### config.mk
export PLATFORM = sky130hd
export DESIGN_NAME = regfile_dump_reader
export DESIGN_NICKNAME = d
export VERILOG_FILES = /design/src/rtl/regdump_pkg.sv /design/src/rtl/regdump_xor_acc.sv /design/src/rtl/regfile_dump_reader.sv
export SDC_FILE = /design/constraint.sdc
export NUM_CORES = 1
export LEC_CHECK = 0
export ABC_AREA = 1
export BUFFER_PORTS_ARGS = -buffer_cell sky130_fd_sc_hd__buf_2
export CAP_MARGIN = 10
export CELL_PAD_IN_SITES_DETAIL_PLACEMENT = 1
export CELL_PAD_IN_SITES_GLOBAL_PLACEMENT = 2
export CORE_ASPECT_RATIO = 1.4
export CORE_MARGIN = 2
export CORE_UTILIZATION = 28
export CTS_BUF_LIST = sky130_fd_sc_hd__clkbuf_16
export DETAILED_ROUTE_END_ITERATION = 10
export PLACE_DENSITY = 0.86
export SYNTH_ARGS = -nofsm -noshare
export SYNTH_HDL_FRONTEND = slang
export SYNTH_SLANG_ARGS = --single-unit
### constraint.sdc
create_clock -name clk -period 2.05 [get_ports clk]
set_input_delay 0.1025 -clock clk [delete_from_list [all_inputs] [get_ports clk]]
set_output_delay 0.1025 -clock clk [all_outputs]
set_load 0.005 [all_outputs]
### src/rtl/regdump_pkg.sv
// Shared types and constants for the register-file dump reader.
// The optional checksum beat is enabled by defining REGDUMP_CHECKSUM_EN.
package regdump_pkg;

   localparam int NUM_REGS = 32;
   localparam int IDX_W    = 5;
   localparam logic [IDX_W-1:0] LAST_IDX = 5'd31;

   typedef enum logic [2:0] {
      IDLE,
      HOLD,
      READ,
      SEND,
      CSUM,
      DONE
   } state_e;

endpackage

### src/rtl/regdump_xor_acc.sv
// N-bit XOR accumulator that builds the running checksum of a dump.
// It is only instantiated when REGDUMP_CHECKSUM_EN is defined.
module regdump_xor_acc #(
   parameter int N = 32
) (
   input  logic         clk,
   input  logic         reset,
   input  logic         clr_i,
   input  logic         en_i,
   input  logic [N-1:0] data_i,
   output logic [N-1:0] acc_o
);

   logic [N-1:0] acc_q;

   // NOTE: sequential state uses non-blocking assignments so every flop samples pre-edge values.
   always_ff @(posedge clk or negedge reset) begin
      if (!reset) begin
         acc_q <= '0;
      end else if (clr_i) begin
         acc_q <= '0;
      end else if (en_i) begin
         acc_q <= acc_q ^ data_i;
      end
   end

   assign acc_o = acc_q;

endmodule

### src/rtl/regfile_dump_reader.sv
// Freezes register write-back, walks read addresses 0..NUM_REGS-1 and streams each value out.
// Defining REGDUMP_CHECKSUM_EN appends an XOR checksum beat after the last register.
module regfile_dump_reader #(
   parameter int N        = 32,
   parameter int NUM_REGS = regdump_pkg::NUM_REGS
) (
   input  logic         clk,
   input  logic         reset,
   input  logic         start,
   output logic [4:0]   rd_sel,
   input  logic [N-1:0] rd_data,
   output logic         core_hold,
   output logic         busy,
   output logic         done,
   output logic         out_valid,
   input  logic         out_ready,
   output logic [N-1:0] out_data,
   output logic [4:0]   out_index,
   output logic         out_last
);

   import regdump_pkg::*;

   localparam logic [IDX_W-1:0] LAST = (NUM_REGS == regdump_pkg::NUM_REGS) ?
                                       LAST_IDX : IDX_W'(NUM_REGS - 1);

   state_e           state_q;
   logic [IDX_W-1:0] idx_q;
   logic [IDX_W-1:0] rd_sel_q;
   logic             core_hold_q;
   logic             busy_q;
   logic             done_q;
   logic             out_valid_q;
   logic [N-1:0]     out_data_q;
   logic [IDX_W-1:0] out_index_q;
   logic             out_last_q;

`ifdef REGDUMP_CHECKSUM_EN
   logic [N-1:0] csum;

   regdump_xor_acc #(.N(N)) u_xor_acc (
      .clk    (clk),
      .reset  (reset),
      .clr_i  ((state_q == IDLE) && start),
      .en_i   (state_q == READ),
      .data_i (rd_data),
      .acc_o  (csum)
   );
`endif

   // All outputs are registered and updated together with the state they belong to.
   always_ff @(posedge clk or negedge reset) begin
      if (!reset) begin
         state_q     <= IDLE;
         idx_q       <= '0;
         rd_sel_q    <= '0;
         core_hold_q <= 1'b0;
         busy_q      <= 1'b0;
         done_q      <= 1'b0;
         out_valid_q <= 1'b0;
         out_data_q  <= '0;
         out_index_q <= '0;
         out_last_q  <= 1'b0;
      end else begin
         done_q <= 1'b0;
         case (state_q)
            IDLE: begin
               if (start) begin
                  state_q     <= HOLD;
                  idx_q       <= '0;
                  rd_sel_q    <= '0;
                  core_hold_q <= 1'b1;
                  busy_q      <= 1'b1;
               end
            end
            HOLD: state_q <= READ;
            READ: begin
               out_data_q  <= rd_data;
               out_index_q <= idx_q;
`ifdef REGDUMP_CHECKSUM_EN
               out_last_q  <= 1'b0;
`else
               out_last_q  <= (idx_q == LAST);
`endif
               out_valid_q <= 1'b1;
               state_q     <= SEND;
            end
            SEND: begin
               if (out_ready) begin
                  if (idx_q != LAST) begin
                     out_valid_q <= 1'b0;
                     idx_q       <= idx_q + 1'b1;
                     rd_sel_q    <= idx_q + 1'b1;
                     state_q     <= READ;
                  end else begin
`ifdef REGDUMP_CHECKSUM_EN
                     out_data_q  <= csum;
                     out_index_q <= '0;
                     out_last_q  <= 1'b1;
                     state_q     <= CSUM;
`else
                     out_valid_q <= 1'b0;
                     out_last_q  <= 1'b0;
                     done_q      <= 1'b1;
                     state_q     <= DONE;
`endif
                  end
               end
            end
`ifdef REGDUMP_CHECKSUM_EN
            CSUM: begin
               if (out_ready) begin
                  out_valid_q <= 1'b0;
                  out_last_q  <= 1'b0;
                  done_q      <= 1'b1;
                  state_q     <= DONE;
               end
            end
`endif
            DONE: begin
               core_hold_q <= 1'b0;
               busy_q      <= 1'b0;
               rd_sel_q    <= '0;
               state_q     <= IDLE;
            end
            default: state_q <= IDLE;
         endcase
      end
   end

   assign rd_sel    = rd_sel_q;
   assign core_hold = core_hold_q;
   assign busy      = busy_q;
   assign done      = done_q;
   assign out_valid = out_valid_q;
   assign out_data  = out_data_q;
   assign out_index = out_index_q;
   assign out_last  = out_last_q;

endmodule

# Word level (Yosys, flattened, before mapping)
# Index checks and enable logic that the tools add are counted.
# word_totals
regBits	54
output_inout_bits	47
elab_cells	50
# op_classes
n_eq_ne	10
mux	19
n_reduce_logical	11
add_sub_neg	1
# ops
cell	n
two-way mux 5 bit	3
one-hot mux 5 bit (3 select lines)	1
one-hot mux 3 bit (4 select lines)	1
one-hot mux 5 bit (2 select lines)	1
two-way mux 3 bit	3
inequality test 2 bit (second input constant)	4
AND reduction 4 bit	2
two-way mux 1 bit	7
== test 3 x 2 -> 1 bit (second input constant)	2
one-hot mux 1 bit (2 select lines)	3
AND reduction 2 bit	3
nonzero test 2 bit	3
adder 5 x 1 -> 5 bit (second input constant)	1
== test 5 bit (second input constant)	1
inequality test 5 bit (second input constant)	1
== test 3 x 1 -> 1 bit (second input constant)	1
== test 3 bit (second input constant)	1
logical NOT 3 bit	1
AND reduction 3 bit	1
nonzero test 3 bit	1

# Longest topological paths before layout
# depth
depth_word	4
ltp_mapped	9

# Least setup slack after synthesis
# OpenSTA, ideal clock, no wires.
# synth_path
path_kind	flip-flop to flip-flop
from	reg idx_q[0]
to	reg rd_sel_q[0] (netlist: rd_sel[0])
path_slack_ps	492
n_path_buf	0
stages_incl_launch_ff	9
t_arrival_ps	1437
synth_period_minus_slack_ps	1558
path_cell_list	dfrtp_1 ha_1 nand2_1 nor2_1 ha_1 nand4_1 nand3_1 o21bai_1 nand2_1
# synth_via
elab_chain_cells	4
elab_cells_between_ends	7
cone_classes	add/sub (1); eq/ne (2); mux (3); reduce/logical (1)
# synth_rtl
item	line_no	rtl
start, declared	regfile_dump_reader.sv:28	logic [IDX_W-1:0] idx_q;
start signal, assigned	regfile_dump_reader.sv:92	idx_q <= idx_q + 1'b1;
adder 5 x 1 -> 5 bit	regfile_dump_reader.sv:93	rd_sel_q <= idx_q + 1'b1;
two-way mux 5 bit	regfile_dump_reader.sv:90	if (idx_q != LAST) begin
two-way mux 5 bit	regfile_dump_reader.sv:89	if (out_ready) begin
one-hot mux 5 bit (3 select lines)	regfile_dump_reader.sv:66	case (state_q)
end signal, assigned	regfile_dump_reader.sv:93	
end, declared	regfile_dump_reader.sv:29	logic [IDX_W-1:0] rd_sel_q;
# Several ways; a longest one is shown, not always the timed one. The select of a mux whose other input is x is not followed.
# A chain may end at the register's enable or synchronous reset.

# Worst setup path in the final report
# layout_path
from	reg idx_q[0]
to	reg rd_sel_q[1] (netlist: rd_sel[1])
# The elaborated chain is that of the path after synthesis.

==> flow_summary_export.csv <==
group,metric,value,unit
clocking,cts_buffers,5,
die,start_util,0.290,
placement,postPlaceCellArea,0.00278,sq mm
clocking,cts_max_path_buffers,2,
grt,grt_max_degree,34,
placement,io_buffers,82,
drt,drtIter0Drc,65,
min_path,hold_path_class,"in -> reg",
clocking,cts_tree,"done",
grt,grt.total_usage,0.145,
cells_and_area,drive_above_1_share,0.301,
worst_setup_path,timing.rr.start,"idx_q[0]",
synthesis,synthTopCellsByArea,"dfrtp_1 60%, nand2_1 20%, inv_1 2.8%, o21ai_0 2.2%, nor2_1 2.2%",
timing,period_needed,1.81,ns
cells_and_area,fill_cells,969,
drt,avgViaCountPerCell,4.35,
pwr,p_seq_frac,0.415,
die,die_y,110,um
cells_and_area,fin_area,0.00296,sq mm
pwr,switching_share,0.388,
grt,grt_pass1_wl,10100,um
timing,setup_viol,0,
clocking,clockRootBuffer,"clkbuf_16",
worst_setup_path,critPathTopFamily,"simple AND/OR/NAND/NOR gates",
clocking,ctsResizeCount,0,
worst_setup_path,rr_worst_depth,8,
timing,max_freq,553,MHz
synthesis,syn_nets,295,
worst_setup_path,reg2reg_setup_slack,0.24,ns
worst_setup_path,crit_end,"rd_sel[1]",
cells_and_area,mostFrequentLayoutCells,"121 x nand2_1, 82 x buf_2, 54 x dfrtp_1",
die,num_rows,38,
die,io_pins,83,
synthesis,synth_top_area_frac,0.597,
worst_setup_path,crit_fanout,5,
synthesis,synth.distinct_cells,20,
drt,ant_nets,0,
clocking,htreeDepth,2,
worst_setup_path,worstPathCellList,"ha_1, nand2_1, nor2_1, ha_1, nand4_1, nand3_1, o21bai_1, nand2_1",
timing,rsz0062_at_grt,"no",
synthesis,synth_top_cell_by_area,"dfrtp_1",
grt,overflow,0,
timing,finClkSkew,0.00293,ns
worst_setup_path,startpoint,"idx_q[0]",
cells_and_area,area_growth_syn_to_layout,30.9,%
timing,hold_slack,0.00691,ns
placement,gp_congestion,0.808,
synthesis,yosysWarnings,0,
placement,dp_hpwl,4350,um
timing,tightest_slew,0.629,ns
clocking,path_clk_slew,0.07,ns
synthesis,postSynthAreaPerCell,8.81,sq um
die,die_w,80.0,um
drt,routed_wl,5900,um
drt,drt_pass1_iterations,3,
worst_setup_path,end_kind,"flop",
clocking,cts_hold_buffers,5,
drt,drc,0,
timing,slew_violations,0,
timing,hold_violations,0,
worst_setup_path,reg2reg_to,"rd_sel[1]",
worst_setup_path,crit_cells,8,
clocking,clkLatencyLatePin,0.29,ns
synthesis,synth_cells,257,
pwr,p_total,4.11,mW
worst_setup_path,worstPathBufferInverterCount,0,
pwr,power_density,1390,mW/mm^2
job,drv_cap,0,
drt,post_drt_wl_per_cell,13.3,um
pwr,p_leak,1.68,nW
die,core-area,0.00780,sq mm
pwr,ir_drop,0.000573,V
cells_and_area,diodes,0,
cells_and_area,final_nets,383,
cells_and_area,seq_area,0.00135,sq mm
worst_setup_path,crit_arrival,1.99,ns
cells_and_area,multiInputGateArea,788,sq um
pwr,p_switching,1.59,mW
cells_and_area,layout_commonest_cell,"nand2_1",
synthesis,netlist_area,0.00226,sq mm
worst_setup_path,startpoint_type,"flop",
worst_setup_path,critPathKind,"reg -> reg",
clocking,postCtsSetupRepairBufs,0,
pwr,clkPwrFrac,0.193,
pwr,internal-power,2.52,mW
worst_setup_path,cpMaxStageDelayCell,"dfrtp_1",
grt,grt_pass1_vias,2122,
timing,period_share,0.882,
grt,antenna_found_initial,0,
synthesis,ys_ff_latch,54,
timing,relSlewSlack,0.581,
clocking,cts_sinks,54,
pwr,pwr-share-comb,0.392,
worst_setup_path,cp.required,2.23,ns
timing,final.setup.tns,0,ns
min_path,worstHoldStart,"rd_data[28]",
synthesis,yosysSeqAreaShare,0.597,
drt,vias,1935,
die,die_area,0.00883,sq mm
worst_setup_path,worst_path_largest_cell_delay,0.42,ns
run_status,status,"complete, no violations",
==> synthesized netlist by cell type, drive strengths merged <==
library cell  number
buf                9
dfrtp             54
ha                 2
inv               19
nand2            129
nand3              6
nand4              1
nor2              15
nor3b              2
o21ai             15
o21bai             5
==> flip-flops by register name, indices dropped and copies added (netlist names) <==
register,cells
out_data,32
idx_q,5
out_index,5
rd_sel,5
state_q,3
busy,1
done,1
out_last,1
out_valid,1
==> how the worst min path moves through the flow <==
stage	cells after the start	slack (ns)	to
final	3	0.007	out_data[28]
after global routing	3	0.004	out_data[0]
after CTS	3	0.001	out_data[0]
after detailed placement	1	0.16	out_data[23]
after global placement	1	0.16	out_data[23]
after floorplan	0	-0.19	busy
==> area by class of cell <==
cell class / instances / share of cell area
inverters: 19 / 0.0241
clock inverters: 2 / 0.00253
clock buffers: 5 / 0.0422
well taps: 100 / 0.0422
multi-input cells: 175 / 0.266
repair buffers: 90 / 0.167
flip-flops and latches: 54 / 0.456
==> worst min-delay path: stages <==
cell and delay (ns):
buf_2 0.08, nand2_1 0.04, nand2_1 0.05
==> cell families after synthesis <==
logic type,count (synthesis),share of synthesized area
AO/OA/AOI/OAI,20,0.0497
buffers and inverters,28,0.0552
adder cells (fa/ha/maj),2,0.0110
flip-flops,54,0.597
AND/OR/NAND/NOR,153,0.287
==> through the flow <==
step	cells	utilization	setup slack [ns]
detailed placement	433	0.357	0.243
floorplan	257	-	0.492
global route	445	0.380	0.0455
finish	445	0.380	0.242
CTS	445	0.380	0.229
global placement	433	0.357	0.340
==> metal layers <==
metal / GRT usage / vias to the layer above / wire, um
met5: 0 / - / 0
met4: 0.0542 / 0 / 106
met3: 0.0245 / 6 / 169
met2: 0.266 / 37 / 3310
met1: 0.164 / 937 / 2320
li1: - / 955 / -
==> power groups by stage <==
stage                     logic (mW)  clock network (mW)  registers (mW)
after floorplan                0.968                   0            1.72
after global placement          1.61                   0            1.72
after detailed placement        1.66                   0            1.73
after CTS                       1.68               0.829            1.72
after global routing            1.86               0.865            1.76
final                           1.61               0.794            1.70
No activity file was read; power rests on OpenSTA's default activity.
